===== src/rtl/ro_sched_serializer.sv =====
// ro_sched_serializer: merges NCH comparator channels (pol / pol_eve lines)
// onto one output pair using a Gray-code slot scheduler.
//
// Ports:
//   clk, reset        - system clock, asynchronous active-high reset
//   en                - scheduler enable (event capture runs regardless)
//   in_pol[NCH]       - async comparator outputs
//   in_pol_eve[NCH]   - async comparator outputs, even phase
//   gray              - Gray-coded scheduler count
//   out_valid/out_ch  - current slot carries channel out_ch
//   out_mux_pol       - >=1 pol event in the reported window
//   out_mux_pol_eve   - >=1 pol_eve event in the reported window
//   out_multi         - >=2 events on one line merged in the window
//   frame_start       - one-cycle pulse after the counter wraps to 0
module ro_sched_serializer #(
    parameter int NCH   = 8,
    parameter int CNT_W = 17,
    parameter int CH_W  = (NCH > 1) ? $clog2(NCH) : 1
) (
    input  logic             clk,
    input  logic             reset,
    input  logic             en,
    input  logic [NCH-1:0]   in_pol,
    input  logic [NCH-1:0]   in_pol_eve,
    output logic [CNT_W-1:0] gray,
    output logic             out_valid,
    output logic [CH_W-1:0]  out_ch,
    output logic             out_mux_pol,
    output logic             out_mux_pol_eve,
    output logic             out_multi,
    output logic             frame_start
);

    logic [CNT_W-1:0] cnt_q, cnt_d;
    logic [CNT_W-1:0] gray_q, gray_d;

    logic [NCH-1:0] pol_s1_q, pol_s2_q, pol_s3_q;
    logic [NCH-1:0] eve_s1_q, eve_s2_q, eve_s3_q;

    logic [NCH-1:0] hit_pol_q, hit_pol_d;
    logic [NCH-1:0] hit_eve_q, hit_eve_d;
    logic [NCH-1:0] multi_q, multi_d;

    logic            out_valid_q, out_valid_d;
    logic [CH_W-1:0] out_ch_q, out_ch_d;
    logic            out_pol_q, out_pol_d;
    logic            out_eve_q, out_eve_d;
    logic            out_multi_q, out_multi_d;
    logic            frame_start_q, frame_start_d;

    logic [NCH-1:0] grant;
    logic [NCH-1:0] ev_pol, ev_eve;
    logic           lower_set;

    always_comb begin
        cnt_d  = en ? cnt_q + CNT_W'(1) : cnt_q;
        gray_d = cnt_d ^ (cnt_d >> 1);

        // Slot owner is the lowest set bit of the new count (the Gray bit
        // that toggles). Counts whose low NCH bits are all zero are idle.
        grant     = '0;
        lower_set = 1'b0;
        for (int i = 0; i < NCH; i++) begin
            grant[i]  = en & cnt_d[i] & ~lower_set;
            lower_set = lower_set | cnt_d[i];
        end

        ev_pol = pol_s2_q & ~pol_s3_q;
        ev_eve = eve_s2_q & ~eve_s3_q;

        // A granted channel starts a fresh window; an event landing on the
        // grant edge seeds that new window instead of the reported one.
        hit_pol_d = (hit_pol_q & ~grant) | ev_pol;
        hit_eve_d = (hit_eve_q & ~grant) | ev_eve;
        multi_d   = (multi_q
                    | (ev_pol & hit_pol_q)
                    | (ev_eve & hit_eve_q)
                    | (ev_pol & ev_eve & (hit_pol_q | hit_eve_q)))
                    & ~grant;

        out_valid_d = |grant;
        out_ch_d    = '0;
        for (int i = 0; i < NCH; i++) begin
            if (grant[i]) begin
                out_ch_d = CH_W'(i);
            end
        end
        out_pol_d     = |(grant & hit_pol_q);
        out_eve_d     = |(grant & hit_eve_q);
        out_multi_d   = |(grant & multi_q);
        frame_start_d = en & (cnt_d == '0);
    end

    always_ff @(posedge clk or posedge reset) begin
        if (reset) begin
            cnt_q         <= '0;
            gray_q        <= '0;
            pol_s1_q      <= '0;
            pol_s2_q      <= '0;
            pol_s3_q      <= '0;
            eve_s1_q      <= '0;
            eve_s2_q      <= '0;
            eve_s3_q      <= '0;
            hit_pol_q     <= '0;
            hit_eve_q     <= '0;
            multi_q       <= '0;
            out_valid_q   <= 1'b0;
            out_ch_q      <= '0;
            out_pol_q     <= 1'b0;
            out_eve_q     <= 1'b0;
            out_multi_q   <= 1'b0;
            frame_start_q <= 1'b0;
        end else begin
            cnt_q         <= cnt_d;
            gray_q        <= gray_d;
            pol_s1_q      <= in_pol;
            pol_s2_q      <= pol_s1_q;
            pol_s3_q      <= pol_s2_q;
            eve_s1_q      <= in_pol_eve;
            eve_s2_q      <= eve_s1_q;
            eve_s3_q      <= eve_s2_q;
            hit_pol_q     <= hit_pol_d;
            hit_eve_q     <= hit_eve_d;
            multi_q       <= multi_d;
            out_valid_q   <= out_valid_d;
            out_ch_q      <= out_ch_d;
            out_pol_q     <= out_pol_d;
            out_eve_q     <= out_eve_d;
            out_multi_q   <= out_multi_d;
            frame_start_q <= frame_start_d;
        end
    end

    assign gray            = gray_q;
    assign out_valid       = out_valid_q;
    assign out_ch          = out_ch_q;
    assign out_mux_pol     = out_pol_q;
    assign out_mux_pol_eve = out_eve_q;
    assign out_multi       = out_multi_q;
    assign frame_start     = frame_start_q;

endmodule


===== config.mk =====
export PLATFORM = sky130hd
export DESIGN_NAME = ro_sched_serializer
export DESIGN_NICKNAME = d
export VERILOG_FILES = /design/src/rtl/ro_sched_serializer.sv
export SDC_FILE = /design/constraint.sdc
export NUM_CORES = 1
export LEC_CHECK = 0
export BUFFER_PORTS_ARGS = -buffer_cell sky130_fd_sc_hd__buf_2
export CORE_UTILIZATION = 30
export DETAILED_ROUTE_END_ITERATION = 12
export HOLD_SLACK_MARGIN = 0.08
export PLACE_DENSITY_LB_ADDON = 0.25
export SLEW_MARGIN = 30
export SYNTH_ARGS = -nofsm -noshare
export SYNTH_HDL_FRONTEND = slang
export SYNTH_SLANG_ARGS = --single-unit

===== constraint.sdc =====
create_clock -name clk -period 5.55 [get_ports clk]
set_clock_uncertainty 0.2 [all_clocks]
set_input_delay 1.3875 -clock clk [delete_from_list [all_inputs] [get_ports clk]]
set_output_delay 1.3875 -clock clk [all_outputs]
set_load 0.02 [all_outputs]

==> out/summary.txt <==
Power per Cell Area - 529 nW/µm²
Cell Int Power - 1980 µW
Final Max Slew Viols - 0
die area - 14400 µm²
synthesized flop and latch total - 113
CTS root buf - clkbuf_16
max_cap viols - 0
FF/Latch Area - 2830 µm²
top post-synthesis cells by area - dfrtp_1, inv_1, ha_1
critical path launch point type - input port
fin cells - 559
Max Root-Sink Buffers - 2
EDFF count, synth - 0
Max transition margin - 62.6%
vias in the first global route - 2546
dominant cell type by area after synthesis - dfrtp_1
gr usage total - 11.5%
Commonest cells post-synth - dfrtp_1, inv_1, nand2_1
die width - 120 µm
Fillers - 1296
setup_tns - 0 ps
Psw - 788 µW
post-synthesis cell count - 311
combinational share of power - 20.2%
Hold Buf Count CTS - 0
largest net degree at the start of global routing - 49
fin crit period - 3340 ps
Post-Synth XOR/XNOR Area - 6.04%
maximum VDD drop - 257 µV
CTS HTree Levels - 4
Static Leak - 0.00252 µW
area grow syn2layout - 25.7%
Hold Fails Final Rpt - 0
vias per std cell - 4.40
drt drc - 0
crit share post-route - 60.2%
final setup vio count - 0
antenna violations before repair - 0
top-count cell post-synth - dfrtp_1
DR iter-0 viols - 105
routed wire length - 7230 µm
Worst-Margin Slew - 561 ps
# Post-CTS Setup Buffers - 0
Overall Power - 2770 µW
Synth Flop Type - dfrtp_1
post-synthesis mux area share - 0.240%
CTS tree - built
die span in y - 120 µm
DR WL/cell - 12.9 µm
CTS sink cnt - 113
antenna cell count - 0
Routed Antenna Nets - 0
grt ovf - 0
post-DP HPWL - 5150 µm
critical path arrival - 3430 ps
Clock transition at path regs - 50 ps
Final Wtd Congestion - 0.786
CTS buffer count - 17
largest fanout on the critical path - 10
area of the multi-input gates - 1160 µm²
First-pass DRT Iterations - 6
worst skew pair latency - 410 ps
Core ar. - 13400 µm²
# IOs - 44
Clock power frac - 42.0%
largest family of logic cells by synthesized area - simple AND/OR/NAND/NOR gates
cts repair resizes - 0
type of the tightest min-delay check - register to register
Compound-Gate Fraction of Synth Area - 8.95%
Synth Net Count - 340
outcome - finished, final reports clean
Initial Utilization - 31.1%
Mean Syn Cell Area - 13.4 µm²
proportion of layout cells with a drive suffix above 1 - 23.2%
top-area cell type share of the netlist area - 67.9%
CP Capture Type - register
Yosys cell types - 45
crit path kind - input port to register
sequential share of the synthesized area - 67.9%
PortBufs - 43
global-route wire length before repair - 12200 µm
RSZ-0062 raised after global routing - false
Synth Area in Simple Gates - 9.71%
sequential share of power - 37.8%
placed cell count - 527
critical path data required time - 5640 ps
Vias - 2460
Max Freq - 299 MHz
Mapped Area - 4160 µm²
post-synthesis async set-or-reset flop share - 100%
warnings from Yosys - 0
area share of fa/ha/maj cells after synthesis - 3.00%
row count - 42
count of nets after finishing - 399
switching share of power - 28.5%
==> power by group through the flow <==
stage	combinational, µW	clock (µW)	sequential, µW
floorplan	362	0	1090
global placement	558	0	1060
detailed placement	569	0	1060
CTS	572	1190	1050
global route	633	1230	1070
finish	559	1160	1050
==> registers in the layout (all words and copies together), names as in the netlist, 3 cells and up <==
register and count:
cnt_q 17, eve_s1_q 8, eve_s2_q 8, eve_s3_q 8, gray 16, hit_eve_q 8, hit_pol_q 8, multi_q 8
out_ch 3, pol_s1_q 8, pol_s2_q 8, pol_s3_q 8
==> critical path, cell delays in order <==
cell and delay (ps):
buf_2 170, ha_1 350, ha_1 170, and2_1 300, nand2_2 150, nor3_1 380
nand4_2 270, a22o_1 250
==> path summary, 6_finish.rpt <==
path,startpoint,endpoint,slack [ps],cells past startpoint
hold / removal,eve_s1_q[4]$_DFF_PP0_,eve_s2_q[4]$_DFF_PP0_,140,0
min in group asynchronous,reset,eve_s2_q[2]$_DFF_PP0_,850,2
max in group asynchronous,reset,cnt_q[14]$_DFF_PP0_,3410,3
setup reg to reg,cnt_q[0]$_DFF_PP0_,hit_eve_q[7]$_DFF_PP0_,2760,8
hold reg to reg,eve_s1_q[4]$_DFF_PP0_,eve_s2_q[4]$_DFF_PP0_,140,0
setup / recovery,en,hit_eve_q[7]$_DFF_PP0_,2210,8
==> per-layer routing <==
layer	GRT usage [%]	vias to the layer above	part of all wire, %
met1	13.9	1208	46
met2	17.0	52	46
li1	-	1183	-
met4	6.33	0	2.5
met3	5.23	17	5.1
met5	0	-	0
==> area by class of cell <==
| cell class | count | area share (%) |
|---|---|---|
| multi-input cells | 156 | 22.2 |
| flip-flops and latches | 113 | 54.0 |
| inverters | 37 | 2.70 |
| clock buffers | 23 | 9.52 |
| well taps | 176 | 4.21 |
| clock inverters | 9 | 2.89 |
| repair buffers | 45 | 4.40 |
==> kinds of logic after synthesis <==
group | count (synthesis)
adder cells (fa/ha/maj) | 10
flip-flops | 113
AND/OR/NAND/NOR | 73
XOR/XNOR | 24
multiplexers | 1
buffers and inverters | 42
AO/OA/AOI/OAI | 48
==> metrics by stage <==
step	hold WS (ps)	worst slack [ps]	area (µm²)	utilization, %
floorplan	131	975	4160	-
global placement	132	1890	4580	34.2
detailed placement	135	1800	4580	34.2
CTS	147	2230	5230	39.0
global route	146	1940	5230	39.0
finish	142	2210	5230	39.0
==> layout by cell type, fill, tap and decap left out, types with 6 or more instances in the layout <==
master	instances
nand4_1	6
a21o_1	7
nand3_1	15
xnor2_1	10
ha_1	10
clkbuf_16	17
inv_1	34
nor2b_1	7
a21oi_1	6
xor2_1	10
nor2_1	7
dfrtp_1	113
buf_2	43
nand2_1	17
a22o_1	7
No activity file was read; power rests on OpenSTA's default activity.
